$ cat config.mk
export PLATFORM = sky130hd
export DESIGN_NAME = inpass4_sync_filter
export DESIGN_NICKNAME = d
export VERILOG_FILES = /design/src/rtl/inpass4_sync_filter.sv
export SDC_FILE = /design/constraint.sdc
export NUM_CORES = 1
export LEC_CHECK = 0
export ABC_CLOCK_PERIOD_IN_PS = 1450
export CORE_MARGIN = 4
export CORE_UTILIZATION = 40
export CTS_CLUSTER_SIZE = 20
export DETAILED_ROUTE_END_ITERATION = 10
export PLACE_DENSITY = 0.66
export SLEW_MARGIN = 20
export SYNTH_ARGS = -nofsm -noshare
export SYNTH_HDL_FRONTEND = slang
export SYNTH_SLANG_ARGS = --single-unit
$ cat constraint.sdc
create_clock -name UserCLK -period 1.45 [get_ports UserCLK]
set_input_delay 0.29 -clock UserCLK [delete_from_list [all_inputs] [get_ports UserCLK]]
set_output_delay 0.29 -clock UserCLK [all_outputs]
set_load 0.1 [all_outputs]
$ cat src/rtl/inpass4_sync_filter.sv
// inpass4_sync_filter: four pad-to-fabric input channels. Each channel can be a
// combinational bypass, a single register, a 2-flop synchronizer, or a
// synchronizer followed by a debounce filter. Each channel also drives a
// one-cycle change pulse. All per-channel flops run in every mode; the mode
// only chooses which of them is driven onto O_n.
module inpass4_sync_filter #(
  parameter int unsigned NoConfigBits = 8,
  parameter int unsigned FILTER_CNT   = 4,
  parameter int unsigned CNT_W        = 8
) (
  input  logic                    UserCLK,
  input  logic                    UserRST,
  input  logic                    I0,
  input  logic                    I1,
  input  logic                    I2,
  input  logic                    I3,
  output logic                    O0,
  output logic                    O1,
  output logic                    O2,
  output logic                    O3,
  output logic                    E0,
  output logic                    E1,
  output logic                    E2,
  output logic                    E3,
  input  logic [NoConfigBits-1:0] ConfigBits
);

  localparam int unsigned NCH    = 4;
  localparam int unsigned MODE_W = 2;

  // Filter terminal count: the mismatch that brings the counter here commits.
  localparam logic [CNT_W-1:0] CNT_LAST = CNT_W'(FILTER_CNT - 1);
  localparam logic [CNT_W-1:0] CNT_ONE  = CNT_W'(1);
  localparam logic [CNT_W-1:0] CNT_ZERO = '0;

  typedef enum logic [1:0] {
    MODE_BYPASS = 2'b00,
    MODE_REG    = 2'b01,
    MODE_SYNC   = 2'b10,
    MODE_FILT   = 2'b11
  } mode_e;

  logic [NCH-1:0] in_c;
  logic [NCH-1:0] o_c;
  logic [NCH-1:0] e_c;

  assign in_c = {I3, I2, I1, I0};

  for (genvar n = 0; n < NCH; n++) begin : g_ch
    mode_e            mode_c;
    logic             sel_c;
    logic             chg_c;

    logic             r_q,    r_d;
    logic             s1_q,   s1_d;
    logic             s2_q,   s2_d;
    logic             f_q,    f_d;
    logic             prev_q, prev_d;
    logic [CNT_W-1:0] cnt_q,  cnt_d;

    assign mode_c = mode_e'(ConfigBits[MODE_W*n +: MODE_W]);

    // Output select: pick the stage matching this channel's mode.
    always_comb begin
      sel_c = in_c[n];
      unique case (mode_c)
        MODE_BYPASS: sel_c = in_c[n];
        MODE_REG:    sel_c = r_q;
        MODE_SYNC:   sel_c = s2_q;
        MODE_FILT:   sel_c = f_q;
        default:     sel_c = in_c[n];
      endcase
    end

    // Change pulse: selected value differs from last cycle's selection.
    always_comb begin
      chg_c = 1'b0;
      if (mode_c != MODE_BYPASS) begin
        chg_c = (sel_c != prev_q);
      end
    end

    // Next state: capture, synchronizer chain, debounce filter, history.
    always_comb begin
      r_d    = in_c[n];
      s1_d   = in_c[n];
      s2_d   = s1_q;
      prev_d = sel_c;
      f_d    = f_q;
      cnt_d  = cnt_q;
      if (s2_q == f_q) begin
        cnt_d = CNT_ZERO;
      end else if (cnt_q == CNT_LAST) begin
        f_d   = s2_q;
        cnt_d = CNT_ZERO;
      end else begin
        cnt_d = cnt_q + CNT_ONE;
      end
    end

    // Channel registers with synchronous reset to all zeros.
    always_ff @(posedge UserCLK) begin
      if (UserRST) begin
        r_q    <= 1'b0;
        s1_q   <= 1'b0;
        s2_q   <= 1'b0;
        f_q    <= 1'b0;
        prev_q <= 1'b0;
        cnt_q  <= CNT_ZERO;
      end else begin
        r_q    <= r_d;
        s1_q   <= s1_d;
        s2_q   <= s2_d;
        f_q    <= f_d;
        prev_q <= prev_d;
        cnt_q  <= cnt_d;
      end
    end

    assign o_c[n] = sel_c;
    assign e_c[n] = chg_c;
  end

  assign O0 = o_c[0];
  assign O1 = o_c[1];
  assign O2 = o_c[2];
  assign O3 = o_c[3];
  assign E0 = e_c[0];
  assign E1 = e_c[1];
  assign E2 = e_c[2];
  assign E3 = e_c[3];

endmodule

==> results of run 1 <==
==> metrics by stage <==
stage / util (%) / worst slack [ns] / area (sq um) / setup TNS [ns]
6_report: 59.9 / -0.192 / 3060 / -1.83
5_1_grt: 59.9 / -0.253 / 3060 / -3.35
4_1_cts: 58.3 / -0.206 / 2980 / -1.69
3_5_place_dp: 54.9 / -0.456 / 2810 / -4.97
3_3_place_gp: 54.9 / -0.439 / 2810 / -4.61
2_1_floorplan: - / -0.0535 / 2220 / -0.266
==> registers in the layout, indices dropped and copies added, names as in the netlist <==
name         count
g_ch.cnt_q      32
g_ch.f_q         4
g_ch.prev_q      4
g_ch.s1_q        4
g_ch.s2_q        4
==> worst register-to-register path, stage by stage, from the launching register on <==
cell	delay [ns]
dfxtp_2	0.36
ha_4	0.13
or4b_4	0.48
or3_4	0.39
a21oi_2	0.12
==> layer usage <==
metal	track usage [%]	vias to the layer above	routed length (microns)
met2	23.7	23	1940
met3	3.25	4	167
met1	16.8	830	1940
met5	0	-	0
met4	3.55	0	36
li1	-	904	-
==> cells by family (layout without fill, tap and decap cells) <==
family	after synthesis	in the layout	share of synthesized area, %
simple gates	86	86	22.3
flops	48	48	45.5
compound gates	35	35	9.84
xor+xnor	24	24	9.96
mux	12	12	8.06
buf+inv	11	75	1.96
fa+ha+maj	4	4	2.37
==> area by class of cell <==
type / instances / area (sq um) / area share (%)
Timing Repair Buffer: 58 / 563 / 18.4
Inverter: 9 / 33.8 / 1.10
Tap cell: 70 / 87.6 / 2.86
Sequential cell: 48 / 978 / 32.0
Clock buffer: 6 / 82.6 / 2.70
Clock inverter: 2 / 38.8 / 1.27
Multi-Input combinational cell: 161 / 1280 / 41.7
==> layout by cell type, fill, tap and decap left out, drive strengths merged, types with 3 or more instances in the layout <==
| master | instances |
|---|---|
| dfxtp | 48 |
| buf | 45 |
| xor2 | 19 |
| nand3 | 16 |
| or3 | 16 |
| nor2 | 16 |
| o21ai | 14 |
| a21oi | 13 |
| nand2 | 11 |
| dlygate4sd2 | 10 |
| inv | 9 |
| nor2b | 8 |
| mux2i | 8 |
| clkbuf | 6 |
| xnor2 | 5 |
| and2 | 5 |
| mux4 | 4 |
| ha | 4 |
| nand4 | 3 |
| a211oi | 3 |
| o211ai | 3 |
==> what timing repair did <==
| action | CTS | global route |
|---|---|---|
| cloned | 0 | 0 |
| endpoints found under the hold margin | 0 | 0 |
| resized for setup | 14 | 21 |
| endpoints found under the setup margin | 27 | 40 |
| pin swaps | 9 | 4 |
| buffers inserted | 8 | 1 |
==> power by group through the flow <==
stage | clock network [uW] | logic [uW] | registers [uW]
after floorplan | 0 | 225 | 1380
after global placement | 0 | 391 | 1390
after detailed placement | 0 | 392 | 1390
after CTS | 1050 | 392 | 1350
after global routing | 1080 | 414 | 1360
final | 1000 | 394 | 1350
==> worst max-delay path by stage <==
stage	start	end	slack [ns]	depth (start not counted)
2_1_floorplan	g_ch[0].s2_q$_SDFF_PP0_	E0	-0.05	3
6_report	g_ch[0].f_q$_SDFFE_PP0P_	O0	-0.19	2
3_5_place_dp	ConfigBits[2]	E1	-0.46	5
5_1_grt	g_ch[3].f_q$_SDFFE_PP0P_	E3	-0.25	4
4_1_cts	g_ch[1].f_q$_SDFFE_PP0P_	E1	-0.21	4
3_3_place_gp	ConfigBits[0]	O0	-0.44	3
==> results.ini, run 1 <==
[timing]
fin_crit_sh_pct=113
timing.final.ws_setup_ns=-0.192
fin_skew_ns=0.00727
hold_viol_final=0
period_minus_slack_ns=1.64
worstMarginPinSlew_ns=0.344
timing.hold.ws_ns=0.356
maxSlewViolCount=0
setup_viol=25
max_slew_margin_pct=76.9
max_freq_mhz=609
rsz0062_at_grt=true

[min_path]
worstHoldPathCells=2
hold_end=g_ch[1].s1_q$_SDFF_PP0_
hp-class=input port to flop
worstHoldStart=I1

[grt]
grt_pass1_wl_microns=7100
grt_max_degree=16
gr-total-overflow=0
grt_usage_pct=13.6
grt_pass1_vias=1670
antenna_found_initial=0

[power]
power.net_switching_uw=680
p_seq_share_pct=49.2
clkPwrFrac_pct=36.5
switching_share_pct=24.7
pwr-share-comb_pct=14.3
finalPower_uw=2750
power.internal_uw=2070
p_per_area_mw_per_mm2=899
vdd_drop_max_mv=0.480
power_leakage_uw=0.00114

[place]
dpl.hpwl_microns=2990
gp_congestion=0.778
io_buffers=21
numPlacedInstances=337

[drt]
firstDrtPassIters=4
viasPerCell=4.97
route.detailed.drc=0
via_count=1761
drtIter0Drc=60
wl_per_cell_microns=11.5
antenna_left=0
routed_wl_microns=4090

[clock_tree]
clkSinkCount=48
clock_path_buffers=2
path_clk_slew_ns=0.09
cts_max_level=2
cts_hold_buf=0
numCtsBuffers=5
clock_latency_ns=0.29
cts_tree=yes
root_buffer=clkbuf_8

[yosys]
synth_flop_cell=dfxtp_1
synth_fp_nets=238
post-synth-top-count-cell=dfxtp_1
synth_common_cells=48 x dfxtp_1, 19 x xor2_1, 16 x nand3_1, 16 x nor2_1, 16 x or3_1
synth_top_cell_by_area=dfxtp_1
ys_async_sr_fraction_pct=0
yosys_warnings=0
synth_edf_count=0
synth_top_cells_by_area=dfxtp_1 46%, xor2_1 7.9%, or3_1 4.7%, mux4_2 4.3%, mux2i_1 3.8%
synth-seq-cells=48
synth.distinct_cells=29
seq_area_frac_synth_pct=45.5
synth.avg_cell_area_sq_um=9.59
synth_top_area_share_pct=45.5
netlist_area_sq_mm=0.00211
netlist_instances=220

[layout]
area_delta_synth_final_pct=45.1
diodes=0
drive_above_1_share_pct=35.9
final_nets=301
final_cells=354
n_fill_cell=445

[setup_path]
critPathBufInv=1
worstReg2RegStart=g_ch[0].cnt_q[1]$_SDFF_PP0_
start_kind=flop
r2r_cells=4
critPathMaxStageDelay_ns=0.52
crit_arrival_ns=1.35
rrSetupSlack_ns=-0.08
critPathRequiredTime_ns=1.16
cp_max_fo=3
slowest_stage=mux4_2
crit_chain=mux4_2, buf_12
critical_path_class=flop to primary output
cpLargestDelayFamily=multiplexers
end_kind=primary output
r2r-end=g_ch[0].f_q$_SDFFE_PP0P_

[floorplanning]
start_util_pct=41.3
dieWidth_microns=80.6
die_area_sq_mm=0.00650
design.core.area_sq_mm=0.00511
num_io_pins=22
rows=26
dieHeight_microns=80.6

[status]
run_status=complete, but fails checks
violations=negative setup slack

[run]
max-cap-violations=0

Power figures use the tool's default switching activity.
==> run 2, diff against run 1 <==
--- a/config.mk
+++ b/config.mk
@@ -6,11 +6,14 @@
 export NUM_CORES = 1
 export LEC_CHECK = 0
 export ABC_CLOCK_PERIOD_IN_PS = 1450
+export CELL_PAD_IN_SITES_DETAIL_PLACEMENT = 0
+export CELL_PAD_IN_SITES_GLOBAL_PLACEMENT = 2
 export CORE_MARGIN = 4
-export CORE_UTILIZATION = 40
+export CORE_UTILIZATION = 32
 export CTS_CLUSTER_SIZE = 20
 export DETAILED_ROUTE_END_ITERATION = 10
-export PLACE_DENSITY = 0.66
+export PLACE_DENSITY = 0.79
+export SKIP_CTS_REPAIR_TIMING = 1
 export SLEW_MARGIN = 20
 export SYNTH_ARGS = -nofsm -noshare
 export SYNTH_HDL_FRONTEND = slang
==> run 2 against run 1 <==
Against the previous run: the run still ends with negative setup slack left; register-to-register slack about the same; worst hold slack worse by 0.12 ns; first-iteration DRC count up 33%; non-clock buffer count down 4; flip-flop and latch count unchanged; largest power group unchanged.
==> results.ini, run 2 (synthesis results as in run 1) <==
[status]
run_status=complete, but fails checks  ; unchanged
violations=negative setup slack  ; unchanged

[timing]
max_slew_margin_pct=73.8  ; was 76.9%
worstMarginPinSlew_ns=0.389  ; was 0.344 ns
tns_ns=-1.99  ; was -1.83 ns
timing.final.ws_setup_ns=-0.230  ; was -0.192 ns
hold_viol_final=0  ; unchanged
setup_viol=24  ; was 25
fin_skew_ns=0.00835  ; was 0.00727 ns
fin_crit_sh_pct=116  ; was 113%
maxSlewViolCount=0  ; unchanged
period_minus_slack_ns=1.68  ; was 1.64 ns
rsz0062_at_grt=true  ; unchanged
max_freq_mhz=595  ; was 609 MHz

[grt]
grt_pass1_wl_microns=7410  ; was 7100 microns
use_met3_pct=2.95  ; was 3.25%
antenna_found_initial=0  ; unchanged
grt_pass1_vias=1650  ; was 1670
grt_usage_pct=11.8  ; was 13.6%
gr-total-overflow=0  ; unchanged
busiest_layer=met2  ; unchanged
use_met1_pct=15.4  ; was 16.8%
grt_max_degree=17  ; was 16
met2_usage_pct=19.2  ; was 23.7%

[layout]
largest_register_ffs=32  ; unchanged
final_nets=297  ; was 301
final_cells=357  ; was 354
n_fill_cell=608  ; was 445
diodes=0  ; unchanged
layout_commonest_cell=buf_4  ; unchanged
post-route-util_pct=48.4  ; was 59.9%
regArea_sq_um=988  ; was 978 sq um
regMostFlops=g_ch.cnt_q  ; unchanged
mostFrequentLayoutCells=31 x buf_4, 30 x dfxtp_1, 19 x xor2_1  ; was 35 x buf_4, 34 x dfxtp_1, 19 x xor2_1
multi_input_comb_area_sq_mm=0.00130  ; was 0.00128 sq mm
drive_above_1_share_pct=38.6  ; was 35.9%
area_delta_synth_final_pct=46.5  ; was 45.1%

[power]
power_leakage_uw=0.00119  ; was 0.00114 uW
p_per_area_mw_per_mm2=833  ; was 899 mW/mm^2
finalPower_uw=2580  ; was 2750 uW
vdd_drop_max_mv=0.432  ; was 0.480 mV

[clock_tree]
numCtsBuffers=5  ; unchanged
clkSinkCount=48  ; unchanged
clock_path_buffers=2  ; unchanged
root_buffer=clkbuf_8  ; unchanged
path_clk_slew_ns=0.10  ; was 0.09 ns
cts_max_level=2  ; unchanged
clock_latency_ns=0.31  ; was 0.29 ns
cts_tree=yes  ; unchanged

[run]
max-cap-violations=0  ; unchanged

[place]
dpl.hpwl_microns=3130  ; was 2990 microns
io_buffers=21  ; unchanged
place_worst_setup_slack_ns=-0.454  ; was -0.456 ns
numPlacedInstances=344  ; was 337
gp_congestion=0.726  ; was 0.778

[drt]
wl_per_cell_microns=12.4  ; was 11.5 microns
antenna_left=0  ; unchanged
viasPerCell=4.84  ; was 4.97
routed_wl_microns=4420  ; was 4090 microns
drtIter0Drc=80  ; was 60
via_count=1729  ; was 1761
route.detailed.drc=0  ; unchanged
firstDrtPassIters=4  ; unchanged

[floorplanning]
design.core.area_sq_mm=0.00639  ; was 0.00511 sq mm
start_util_pct=33.1  ; was 41.3%
dieWidth_microns=89.2  ; was 80.6 microns
rows=29  ; was 26
num_io_pins=22  ; unchanged
die_area_sq_mm=0.00796  ; was 0.00650 sq mm
dieHeight_microns=89.2  ; was 80.6 microns

[setup_path]
critPathRequiredTime_ns=1.16  ; about the same
crit_arrival_ns=1.39  ; was 1.35 ns
end_kind=primary output  ; unchanged
cp_max_fo=4  ; was 3
start_kind=flop  ; unchanged
critical_path_class=flop to primary output  ; unchanged

[min_path]
hp-class=input port to flop  ; unchanged

run 2: changes by cell type in the layout (fill, tap and decap cells not counted), sizes merged, moves of 2 or more:
cell,previous run,this run
dlymetal6s2s,0,11
clkinvlp,0,2
buf,45,41
dlygate4sd2,10,0
run 2: cell type report:
class / count / area share [%]
Sequential cell: 48 / 32.0
Clock buffer: 5 / 2.22
Clock inverter: 3 / 0.769
Multi-Input combinational cell: 161 / 42.0
Tap cell: 77 / 3.11
Timing Repair Buffer: 54 / 18.8
Inverter: 9 / 1.09
run 2: worst max-delay path, stage by stage, from the launching register on:
cell and delay (ns):
dfxtp_2 0.36, mux4_2 0.53, buf_12 0.19
run 2: power breakdown:
part	internal, uW	switching (uW)
clock network	342	483
registers	1340	17.9
logic	174	225
total	1850	726
run 2: metrics by stage:
stage | instance area (sq um) | hold slack, ns
3_3_place_gp | 2830 | 0.447
2_1_floorplan | 2220 | 0.354
6_report | 3090 | 0.236
5_1_grt | 3090 | 0.238
3_5_place_dp | 2830 | 0.445
4_1_cts | 2920 | 0.461
run 2: worst paths after layout:
| path | startpoint | endpoint | slack [ns] | depth (start not counted) |
|---|---|---|---|---|
| worst max-delay path | g_ch[2].f_q$_SDFFE_PP0P_ | O2 | -0.23 | 2 |
| worst min-delay path | I3 | g_ch[3].s1_q$_SDFF_PP0_ | 0.24 | 2 |
| worst max register to register | g_ch[0].cnt_q[1]$_SDFF_PP0_ | g_ch[0].f_q$_SDFFE_PP0P_ | -0.07 | 4 |
| worst min register to register | g_ch[3].cnt_q[0]$_SDFF_PP0_ | g_ch[3].cnt_q[0]$_SDFF_PP0_ | 0.46 | 1 |
run 2: per-layer routing:
layer  routed length (microns)  part of all wire, %  vias to the layer above
li1                          -                    -                      894
met1                      2170                   49                      806
met2                      2020                   46                       24
met3                       172                  3.9                        5
met4                        54                  1.2                        0
met5                         0                    0                        -
==> run 3, diff against run 2 <==
--- a/config.mk
+++ b/config.mk
@@ -10,6 +10,7 @@
 export CELL_PAD_IN_SITES_GLOBAL_PLACEMENT = 2
 export CORE_MARGIN = 4
 export CORE_UTILIZATION = 32
+export CTS_CLUSTER_DIAMETER = 200
 export CTS_CLUSTER_SIZE = 20
 export DETAILED_ROUTE_END_ITERATION = 10
 export PLACE_DENSITY = 0.79
==> results of run 3 <==
No change in the layout: final DEF, timing and power equal those of run 2.
